===== src/rtl/mux16_arb_pkg.sv =====
// Shared constants and types for the 16-channel round-robin arbiter.
package mux16_arb_pkg;

    localparam int unsigned NUM_CH = 16;
    localparam int unsigned SEL_W  = 4;

    typedef enum logic {
        IDLE,
        GRANT
    } arb_state_e;

    function automatic logic [NUM_CH-1:0] onehot16(input logic [SEL_W-1:0] s);
        return NUM_CH'(1) << s;
    endfunction

endpackage


===== src/rtl/rr_pick16.sv =====
// Combinational round-robin picker: first set bit of req at or above ptr, wrapping 15->0.
module rr_pick16
    import mux16_arb_pkg::*;
(
    input  logic [NUM_CH-1:0] req,
    input  logic [SEL_W-1:0]  ptr,
    output logic [SEL_W-1:0]  idx,
    output logic              found
);

    logic [2*NUM_CH-1:0] req_dbl;
    logic [NUM_CH-1:0]   req_rot;
    logic [SEL_W-1:0]    offset;

    always_comb begin
        // Rotate so that bit 0 of req_rot is channel ptr; the doubled copy supplies the wrap.
        req_dbl = {req, req};
        req_rot = NUM_CH'(req_dbl >> ptr);
        offset  = '0;
        for (int i = NUM_CH - 1; i >= 0; i--) begin
            if (req_rot[i]) begin
                offset = SEL_W'(i);
            end
        end
        idx   = ptr + offset;
        found = |req;
    end

endmodule


===== src/rtl/mux16_rr_arbiter.sv =====
// Round-robin arbiter producing a registered select for an external 16:1 mux,
// with withdraw on request drop and revocation after TIMEOUT cycles without acceptance.
module mux16_rr_arbiter
    import mux16_arb_pkg::*;
#(
    parameter int unsigned TIMEOUT = 15
) (
    input  logic              clk,
    input  logic              rst,
    input  logic              enable,
    input  logic [NUM_CH-1:0] req,
    input  logic              out_ready,
    output logic [SEL_W-1:0]  sel,
    output logic [NUM_CH-1:0] grant,
    output logic              out_valid,
    output logic              timeout
);

    localparam logic [7:0] WaitLast = 8'(TIMEOUT - 1);

    arb_state_e       state;
    logic [SEL_W-1:0] ptr;
    logic [7:0]       wait_cnt;
    logic [SEL_W-1:0] pick_idx;
    logic             pick_found;

    rr_pick16 u_pick (
        .req   (req),
        .ptr   (ptr),
        .idx   (pick_idx),
        .found (pick_found)
    );

    always_ff @(posedge clk) begin
        if (rst) begin
            state     <= IDLE;
            ptr       <= '0;
            sel       <= '0;
            grant     <= '0;
            out_valid <= 1'b0;
            timeout   <= 1'b0;
            wait_cnt  <= '0;
        end else begin
            timeout <= 1'b0;
            case (state)
                IDLE: begin
                    if (enable && pick_found) begin
                        state     <= GRANT;
                        sel       <= pick_idx;
                        grant     <= onehot16(pick_idx);
                        out_valid <= 1'b1;
                        wait_cnt  <= '0;
                    end else begin
                        out_valid <= 1'b0;
                        grant     <= '0;
                    end
                end
                GRANT: begin
                    // Acceptance beats withdraw, which beats timeout.
                    if (out_ready) begin
                        state     <= IDLE;
                        ptr       <= sel + SEL_W'(1);
                        out_valid <= 1'b0;
                        grant     <= '0;
                    end else if (!req[sel]) begin
                        state     <= IDLE;
                        out_valid <= 1'b0;
                        grant     <= '0;
                    end else if (wait_cnt == WaitLast) begin
                        state     <= IDLE;
                        ptr       <= sel + SEL_W'(1);
                        out_valid <= 1'b0;
                        grant     <= '0;
                        timeout   <= 1'b1;
                    end else begin
                        wait_cnt <= wait_cnt + 8'd1;
                    end
                end
            endcase
        end
    end

endmodule

===== config.mk =====
export PLATFORM = sky130hd
export DESIGN_NAME = mux16_rr_arbiter
export DESIGN_NICKNAME = d
export VERILOG_FILES = /design/src/rtl/mux16_arb_pkg.sv /design/src/rtl/rr_pick16.sv /design/src/rtl/mux16_rr_arbiter.sv
export SDC_FILE = /design/constraint.sdc
export NUM_CORES = 1
export LEC_CHECK = 0
export ABC_AREA = 0
export CAP_MARGIN = 0
export CORE_UTILIZATION = 50
export DETAILED_ROUTE_END_ITERATION = 8
export GPL_TIMING_DRIVEN = 0
export PLACE_DENSITY = 0.77
export SYNTH_ARGS = -nofsm -noshare
export SYNTH_HDL_FRONTEND = slang
export SYNTH_HIERARCHICAL = 1
export SYNTH_SLANG_ARGS = --single-unit

===== constraint.sdc =====
create_clock -name clk -period 3.7 [get_ports clk]
set_input_delay 0.555 -clock clk [delete_from_list [all_inputs] [get_ports clk]]
set_output_delay 0.555 -clock clk [all_outputs]
set_load 0.1 [all_outputs]

==> flow_results.xml, run 1 <==
<?xml version="1.0" encoding="UTF-8"?>
<metrics>
  <group name="global_route">
    <metric name="first_global_vias" unit="">2642</metric>
    <metric name="grt.total_usage" unit="%">26.65</metric>
    <metric name="number_of_antenna_violations_at_the_first_check_in_global_routing" unit="">0</metric>
    <metric name="grt_pass1_wl" unit="um">13000</metric>
    <metric name="grt_max_degree" unit="">13</metric>
    <metric name="grt_remaining_overflow" unit="">0</metric>
  </group>
  <group name="synth">
    <metric name="synthMuxAreaShare" unit="%">29.66</metric>
    <metric name="share_of_synthesized_registers_carrying_an_async_set_or_reset" unit="%">0</metric>
    <metric name="post_synthesis_instance_area" unit="um^2">2978</metric>
    <metric name="xor_and_xnor_area_share_after_synthesis" unit="%">1.471</metric>
    <metric name="synth-main-ff-cell" unit="">sky130_fd_sc_hd__dfxtp_1</metric>
    <metric name="post-synth-top-count-cell" unit="">sky130_fd_sc_hd__dfxtp_1</metric>
    <metric name="complex_gate_fraction_of_the_synthesized_area" unit="%">15.55</metric>
    <metric name="post_synth_most_frequent_cells" unit="">sky130_fd_sc_hd__dfxtp_1, sky130_fd_sc_hd__nor2_1, sky130_fd_sc_hd__nand2_1</metric>
    <metric name="post-synth-top-area-fraction" unit="%">23.53</metric>
    <metric name="synthDominantAreaCellType" unit="">sky130_fd_sc_hd__dfxtp_1</metric>
    <metric name="synth.yosys.warnings" unit="">6</metric>
    <metric name="largest_family_of_logic_cells_by_synthesized_area" unit="">multiplexers</metric>
    <metric name="synth-edff-count" unit="">0</metric>
    <metric name="ys_seq_area_share" unit="%">23.53</metric>
    <metric name="synthesized_netlist_cell_count" unit="">305</metric>
    <metric name="synth.ff_latch_count" unit="">35</metric>
    <metric name="synth.net_count" unit="">332</metric>
    <metric name="synth.avg_cell_area" unit="um^2">9.763</metric>
    <metric name="post_synth_fa_ha_maj_area_fraction" unit="%">3.193</metric>
    <metric name="synthDistinctLibCells" unit="">64</metric>
    <metric name="synth.area.top_cells" unit="">sky130_fd_sc_hd__dfxtp_1, sky130_fd_sc_hd__mux4_2, sky130_fd_sc_hd__mux4_1, sky130_fd_sc_hd__mux2_2, sky130_fd_sc_hd__mux2i_1</metric>
    <metric name="yosys.area_share.simple" unit="%">21.30</metric>
  </group>
  <group name="placement">
    <metric name="gp_congestion" unit="">0.9167</metric>
    <metric name="portBuffers" unit="">41</metric>
    <metric name="place_hpwl" unit="um">5701</metric>
    <metric name="detailed_place.area" unit="um^2">3495</metric>
  </group>
  <group name="sta">
    <metric name="fin_skew" unit="ns">0.007764</metric>
    <metric name="layout_setup_ws" unit="ns">-0.2865</metric>
    <metric name="setup_viol" unit="">17</metric>
    <metric name="slew_hr" unit="%">34.03</metric>
    <metric name="achievable-frequency" unit="GHz">0.2508</metric>
    <metric name="finalHoldViolCount" unit="">0</metric>
    <metric name="worst_pin_slew" unit="ns">0.9864</metric>
    <metric name="drv_slew" unit="">0</metric>
    <metric name="totalNegativeSetupSlack" unit="ns">-3.516</metric>
    <metric name="rsz0062_at_grt" unit="">true</metric>
    <metric name="final.period_utilization" unit="%">107.7</metric>
    <metric name="final.min_clock_period" unit="ns">3.986</metric>
  </group>
  <group name="detailed_routing">
    <metric name="count_of_vias_placed_by_the_detailed_router" unit="">2805</metric>
    <metric name="metal2_wl" unit="um">4028</metric>
    <metric name="detailedRoute.firstIterationViolations" unit="">162</metric>
    <metric name="route.detailed.vias_per_inst" unit="">6.318</metric>
    <metric name="ant_nets" unit="">0</metric>
    <metric name="drt_first_pass_iters" unit="">4</metric>
    <metric name="detailed_routing_wirelength_on_met1" unit="um">3525</metric>
    <metric name="wl_met3" unit="um">455</metric>
    <metric name="wire_per_inst" unit="um">18.24</metric>
    <metric name="post_route_drc" unit="">0</metric>
    <metric name="drt-total-wl" unit="um">8097</metric>
    <metric name="top_layer" unit="">met4</metric>
  </group>
  <group name="clock_tree">
    <metric name="cts-buffers-inserted" unit="">5</metric>
    <metric name="ctsLongestPathBuffers" unit="">2</metric>
    <metric name="cts_num_sinks" unit="">35</metric>
    <metric name="cts_htree_levels" unit="">2</metric>
    <metric name="cts_root_buffer_type" unit="">sky130_fd_sc_hd__clkbuf_8</metric>
    <metric name="ctsHoldBuffers" unit="">0</metric>
    <metric name="clkLatencyLatePin" unit="ns">0.29</metric>
    <metric name="cts_tree" unit="">built</metric>
    <metric name="cts.clk_slew.worst_paths" unit="ns">0.08</metric>
  </group>
  <group name="setup_path">
    <metric name="setup.worst_path.start_class" unit="">input port</metric>
    <metric name="critical_path_capture_point_type" unit="">flop</metric>
    <metric name="cp_max_fo" unit="">6</metric>
    <metric name="critPathRequiredTime" unit="ns">3.93</metric>
    <metric name="timing.critical_path.arrival" unit="ns">4.22</metric>
    <metric name="path_class" unit="">in -&gt; reg</metric>
  </group>
  <group name="cells_and_area">
    <metric name="synthToLayoutAreaGrowth" unit="%">31.22</metric>
    <metric name="diodes" unit="">0</metric>
    <metric name="drive_above_1_share" unit="%">32.26</metric>
    <metric name="finalNetCount" unit="">398</metric>
    <metric name="finalInstanceArea" unit="um^2">3908</metric>
  </group>
  <group name="die">
    <metric name="die_area" unit="um^2">6269</metric>
    <metric name="vertical_die_dimension" unit="um">79.18</metric>
    <metric name="initial_utilization" unit="%">53.10</metric>
    <metric name="ioPinCount" unit="">42</metric>
    <metric name="placeableCoreArea" unit="um^2">5608</metric>
    <metric name="fp.dieW" unit="um">79.18</metric>
    <metric name="fp-row-count" unit="">27</metric>
  </group>
  <group name="power_and_ir_drop">
    <metric name="power-per-cell-area" unit="nW/um^2">340.1</metric>
    <metric name="leakage" unit="nW">1.354</metric>
    <metric name="power.ir.vdd_worst" unit="V">0.0002336</metric>
  </group>
  <group name="run">
    <metric name="maxCapViolations" unit="">0</metric>
  </group>
  <group name="worst_hold_path">
    <metric name="min_path_type" unit="">reg -&gt; reg</metric>
  </group>
  <group name="outcome">
    <metric name="run_status" unit="">finished with violations</metric>
    <metric name="failed_checks" unit="">negative setup slack</metric>
  </group>
</metrics>
-- routing by layer --
layer / GRT usage (%) / vias to the layer above
met5: 0 / -
met2: 44.91 / 98
met1: 35.58 / 1372
li1: - / 1327
met3: 4.023 / 8
met4: 6.909 / 0
-- worst max-delay path: stages --
cell                            delay [ns]
sky130_fd_sc_hd__dlygate4sd2_1        0.30
sky130_fd_sc_hd__mux4_2               0.53
sky130_fd_sc_hd__mux4_2               0.52
sky130_fd_sc_hd__or2_4                0.28
sky130_fd_sc_hd__nor2_1               0.10
sky130_fd_sc_hd__o21ai_1              0.08
sky130_fd_sc_hd__a41oi_2              0.24
sky130_fd_sc_hd__ha_1                 0.27
sky130_fd_sc_hd__a21o_1               0.17
sky130_fd_sc_hd__a21oi_2              0.16
sky130_fd_sc_hd__xnor2_2              0.13
sky130_fd_sc_hd__xnor2_4              0.20
sky130_fd_sc_hd__or3_4                0.35
sky130_fd_sc_hd__nor3_2               0.16
sky130_fd_sc_hd__a31oi_1              0.06
sky130_fd_sc_hd__nor2_1               0.11
-- area by class of cell --
type / count / area, um^2
Tap cell: 72 / 90.09
Timing Repair Buffer: 61 / 563.0
Fill cell: 446 / 1700
Clock buffer: 5 / 68.82
Sequential cell: 35 / 705.7
Inverter: 11 / 41.29
Buffer: 19 / 115.1
Clock inverter: 3 / 43.79
Multi-Input combinational cell: 238 / 2280
-- report_power, final --
| group | switching, mW | internal (mW) | total, mW |
|---|---|---|---|
| Clock | 0.148 | 0.201 | 0.348 |
| Sequential | 0.0152 | 0.389 | 0.405 |
| Combinational | 0.335 | 0.241 | 0.576 |
-- layout by cell type (no fill, tap or decap), types with 4 or more instances in the layout --
master | synthesis | routed
sky130_fd_sc_hd__nand2b_1 | 8 | 8
sky130_fd_sc_hd__clkbuf_8 | 0 | 5
sky130_fd_sc_hd__a21oi_1 | 14 | 12
sky130_fd_sc_hd__mux4_2 | 18 | 25
sky130_fd_sc_hd__nor4_1 | 5 | 5
sky130_fd_sc_hd__nand3_1 | 14 | 14
sky130_fd_sc_hd__dlygate4sd2_1 | 0 | 12
sky130_fd_sc_hd__inv_1 | 10 | 10
sky130_fd_sc_hd__mux2_2 | 14 | 12
sky130_fd_sc_hd__a32oi_1 | 11 | 10
sky130_fd_sc_hd__nor2_1 | 22 | 20
sky130_fd_sc_hd__buf_2 | 5 | 4
sky130_fd_sc_hd__buf_6 | 2 | 5
sky130_fd_sc_hd__o221ai_1 | 4 | 4
sky130_fd_sc_hd__buf_4 | 0 | 16
sky130_fd_sc_hd__nand2_1 | 21 | 20
sky130_fd_sc_hd__clkbuf_1 | 10 | 9
sky130_fd_sc_hd__clkdlybuf4s50_1 | 0 | 25
sky130_fd_sc_hd__dfxtp_1 | 35 | 33
sky130_fd_sc_hd__and3_1 | 5 | 4
sky130_fd_sc_hd__mux2i_1 | 11 | 8
sky130_fd_sc_hd__or3_1 | 7 | 6
sky130_fd_sc_hd__ha_1 | 6 | 4
-- path summary, 6_finish.rpt --
path / from / to / slack [ns] / cells after the start
setup / recovery: req[7] / grant[0]$_SDFFE_PP0P_ / -0.29 / 16
hold / removal: out_valid$_SDFFE_PP0P_ / out_valid$_SDFFE_PP0P_ / 0.47 / 2
setup reg to reg: ptr[1]$_SDFFE_PP0P_ / grant[0]$_SDFFE_PP0P_ / -0.27 / 16
hold reg to reg: out_valid$_SDFFE_PP0P_ / out_valid$_SDFFE_PP0P_ / 0.47 / 2
-- repair_timing --
action                                  CTS  global route
pin swaps                                23            14
endpoints found under the hold margin     0             0
buffers inserted                         13             8
endpoints found under the setup margin   19            19
resized for setup                        54            24
-- flip-flops by register name (all words and copies together), names as in the netlist --
signal	flops
grant	16
sel	4
state	1
out_valid	1
ptr	4
wait_cnt	8
timeout	1
-- stage by stage --
stage	hold slack [ns]	cells	power, mW	util (%)	setup slack, ns
floorplan	0.4437	305	0.7662	-	-0.06127
global placement	0.4576	418	0.8841	62.32	-1.034
detailed placement	0.4659	418	0.8902	62.32	-1.104
global route	0.4941	444	1.388	69.68	-0.4633
CTS	0.4770	438	1.283	67.51	-0.3034
finish	0.4717	444	1.329	69.68	-0.2865
-- logic make-up (layout without fill, tap and decap cells) --
| kind of cell | Yosys count | after routing |
|---|---|---|
| adders and majority gates | 7 | 7 |
| AOI/OAI and AO/OA | 60 | 60 |
| xor gates and xnor gates | 5 | 5 |
| buffers and inverters | 32 | 99 |
| and+or+nand+nor | 115 | 115 |
| DFF | 35 | 35 |
| muxes | 51 | 51 |
No activity file was read; power rests on OpenSTA's default activity.
==> run 2: changes to the inputs <==
--- a/config.mk
+++ b/config.mk
@@ -7,10 +7,11 @@
 export LEC_CHECK = 0
 export ABC_AREA = 0
 export CAP_MARGIN = 0
-export CORE_UTILIZATION = 50
+export CORE_UTILIZATION = 60
 export DETAILED_ROUTE_END_ITERATION = 8
 export GPL_TIMING_DRIVEN = 0
-export PLACE_DENSITY = 0.77
+export PLACE_DENSITY = 0.87
+export RECOVER_POWER = 25
 export SYNTH_ARGS = -nofsm -noshare
 export SYNTH_HDL_FRONTEND = slang
 export SYNTH_HIERARCHICAL = 1
==> constraint.sdc (replaced) <==
create_clock -name clk -period 4.8 [get_ports clk]
set_input_delay 0.72 -clock clk [delete_from_list [all_inputs] [get_ports clk]]
set_output_delay 0.72 -clock clk [all_outputs]
set_load 0.1 [all_outputs]
==> flow_results.xml, run 2 (synthesized netlist as in run 1, its figures left out) <==
<?xml version="1.0" encoding="UTF-8"?>
<metrics>
  <group name="power_and_ir_drop">
    <metric name="power-per-cell-area" unit="nW/um^2">248.5</metric>
    <metric name="leakage" unit="nW">1.244</metric>
    <metric name="power.ir.vdd_worst" unit="V">0.0001794</metric>
    <metric name="total_power" unit="mW">0.8881</metric>
  </group>
  <group name="outcome">
    <metric name="run_status" unit="">completed</metric>
  </group>
  <group name="global_route">
    <metric name="first_global_vias" unit="">2622</metric>
    <metric name="grt_max_degree" unit="">12</metric>
    <metric name="grt_pass1_wl" unit="um">12290</metric>
    <metric name="grt.total_usage" unit="%">29.69</metric>
    <metric name="grt_remaining_overflow" unit="">0</metric>
    <metric name="number_of_antenna_violations_at_the_first_check_in_global_routing" unit="">0</metric>
  </group>
  <group name="die">
    <metric name="fp.dieW" unit="um">72.45</metric>
    <metric name="placeableCoreArea" unit="um^2">4755</metric>
    <metric name="ioPinCount" unit="">42</metric>
    <metric name="fp-row-count" unit="">25</metric>
    <metric name="initial_utilization" unit="%">62.63</metric>
    <metric name="vertical_die_dimension" unit="um">72.45</metric>
    <metric name="die_area" unit="um^2">5249</metric>
  </group>
  <group name="clock_tree">
    <metric name="cts_root_buffer_type" unit="">sky130_fd_sc_hd__clkbuf_8</metric>
    <metric name="ctsHoldBuffers" unit="">0</metric>
    <metric name="clkLatencyLatePin" unit="ns">0.28</metric>
    <metric name="cts_tree" unit="">built</metric>
    <metric name="cts.clk_slew.worst_paths" unit="ns">0.07</metric>
    <metric name="cts-buffers-inserted" unit="">5</metric>
    <metric name="cts_num_sinks" unit="">35</metric>
    <metric name="cts_htree_levels" unit="">2</metric>
    <metric name="ctsLongestPathBuffers" unit="">2</metric>
  </group>
  <group name="worst_hold_path">
    <metric name="min_path_type" unit="">reg -&gt; reg</metric>
  </group>
  <group name="sta">
    <metric name="slew_hr" unit="%">34.43</metric>
    <metric name="totalNegativeSetupSlack" unit="ns">0</metric>
    <metric name="drv_slew" unit="">0</metric>
    <metric name="fin_skew" unit="ns">0.006881</metric>
    <metric name="worst_pin_slew" unit="ns">0.9805</metric>
    <metric name="final.min_clock_period" unit="ns">4.508</metric>
    <metric name="setup_viol" unit="">0</metric>
    <metric name="finalHoldViolCount" unit="">0</metric>
    <metric name="achievable-frequency" unit="GHz">0.2218</metric>
    <metric name="layout_setup_ws" unit="ns">0.2919</metric>
    <metric name="final.period_utilization" unit="%">93.92</metric>
    <metric name="rsz0062_at_grt" unit="">false</metric>
    <metric name="holdWs" unit="ns">0.4656</metric>
  </group>
  <group name="detailed_routing">
    <metric name="detailedRoute.firstIterationViolations" unit="">257</metric>
    <metric name="ant_nets" unit="">0</metric>
    <metric name="route.detailed.vias_per_inst" unit="">6.720</metric>
    <metric name="count_of_vias_placed_by_the_detailed_router" unit="">2829</metric>
    <metric name="wire_per_inst" unit="um">17.48</metric>
    <metric name="drt-total-wl" unit="um">7358</metric>
    <metric name="drt_first_pass_iters" unit="">5</metric>
    <metric name="post_route_drc" unit="">0</metric>
  </group>
  <group name="setup_path">
    <metric name="critPathRequiredTime" unit="ns">5.02</metric>
    <metric name="path_class" unit="">in -&gt; reg</metric>
    <metric name="timing.critical_path.arrival" unit="ns">4.73</metric>
    <metric name="setup.worst_path.start_class" unit="">input port</metric>
    <metric name="cp_max_fo" unit="">6</metric>
    <metric name="critical_path_capture_point_type" unit="">flop</metric>
  </group>
  <group name="placement">
    <metric name="placement.setup.worst_slack" unit="ns">-0.1906</metric>
    <metric name="place_hpwl" unit="um">5483</metric>
    <metric name="portBuffers" unit="">41</metric>
    <metric name="gp_congestion" unit="">0.9490</metric>
  </group>
  <group name="cells_and_area">
    <metric name="final_cell_mix" unit="">sky130_fd_sc_hd__dfxtp_1, sky130_fd_sc_hd__clkdlybuf4s50_1, sky130_fd_sc_hd__nor2_1</metric>
    <metric name="regMostFlops" unit="">grant</metric>
    <metric name="drive_above_1_share" unit="%">18.08</metric>
    <metric name="final_common_cell" unit="">sky130_fd_sc_hd__dfxtp_1</metric>
    <metric name="top_regs" unit="">grant x16, wait_cnt x8</metric>
    <metric name="largest_register_ff_count" unit="">16</metric>
    <metric name="finalNetCount" unit="">380</metric>
    <metric name="utilization" unit="%">75.16</metric>
    <metric name="synthToLayoutAreaGrowth" unit="%">20.00</metric>
    <metric name="diodes" unit="">0</metric>
  </group>
  <group name="run">
    <metric name="maxCapViolations" unit="">0</metric>
  </group>
</metrics>
==> run 2: what timing repair did <==
action | in CTS | in global routing
endpoints found under the setup margin | 0 | 14
buffers inserted | 0 | 0
gates resized for setup | 0 | 5
==> run 2: critical path: stages <==
cell and delay [ns]:
sky130_fd_sc_hd__clkdlybuf4s50_1 0.51, sky130_fd_sc_hd__mux4_1 0.65, sky130_fd_sc_hd__mux4_2 0.52, sky130_fd_sc_hd__or2_4 0.28
sky130_fd_sc_hd__nor2_1 0.09, sky130_fd_sc_hd__o21ai_1 0.09, sky130_fd_sc_hd__a41oi_2 0.24, sky130_fd_sc_hd__ha_1 0.27
sky130_fd_sc_hd__a21o_1 0.16, sky130_fd_sc_hd__a21oi_1 0.16, sky130_fd_sc_hd__xnor2_1 0.18, sky130_fd_sc_hd__xnor2_2 0.16
sky130_fd_sc_hd__or3_1 0.38, sky130_fd_sc_hd__nor3_1 0.14, sky130_fd_sc_hd__a31oi_1 0.06, sky130_fd_sc_hd__nor2_1 0.10
==> run 2: per-stage QoR <==
step,instances,instance area [um^2]
after floorplan,305,2978
after global placement,413,3472
after detailed placement,413,3472
after CTS,421,3557
after global routing,421,3573
final,421,3573
==> run 2: worst paths after layout <==
check | slack (ns) | start | endpoint | cells after the start
min reg2reg | 0.47 | out_valid$_SDFFE_PP0P_ | out_valid$_SDFFE_PP0P_ | 2
max | 0.29 | req[7] | grant[0]$_SDFFE_PP0P_ | 16
min | 0.47 | out_valid$_SDFFE_PP0P_ | out_valid$_SDFFE_PP0P_ | 2
max reg2reg | 0.44 | ptr[2]$_SDFFE_PP0P_ | grant[0]$_SDFFE_PP0P_ | 17
==> run 2: power by group <==
part	leakage (nW)	internal, mW	switching, mW
sequential	0.283	0.300	0.0111
combinational	0.919	0.143	0.226
clock	0.0412	0.101	0.106
==> run 2: final cells by class <==
class                   instances  area [um^2]
clock buffers                   6        72.57
inverters                      11        41.29
clock inverters                 2        12.51
flip-flops and latches         35        700.7
repair buffers                 41        410.4
plain buffers                  21        116.4
multi-input cells             238         2136
fillers                       359         1181
well taps                      67        83.83
==> run 2: metal layers <==
layer | global-route usage (%) | routed length (um) | up-vias
met4 | 6.754 | 106 | 0
met1 | 41.25 | 3223 | 1360
met2 | 48.39 | 3510 | 150
met3 | 5.417 | 518 | 20
li1 | - | - | 1299
met5 | 0 | 0 | -
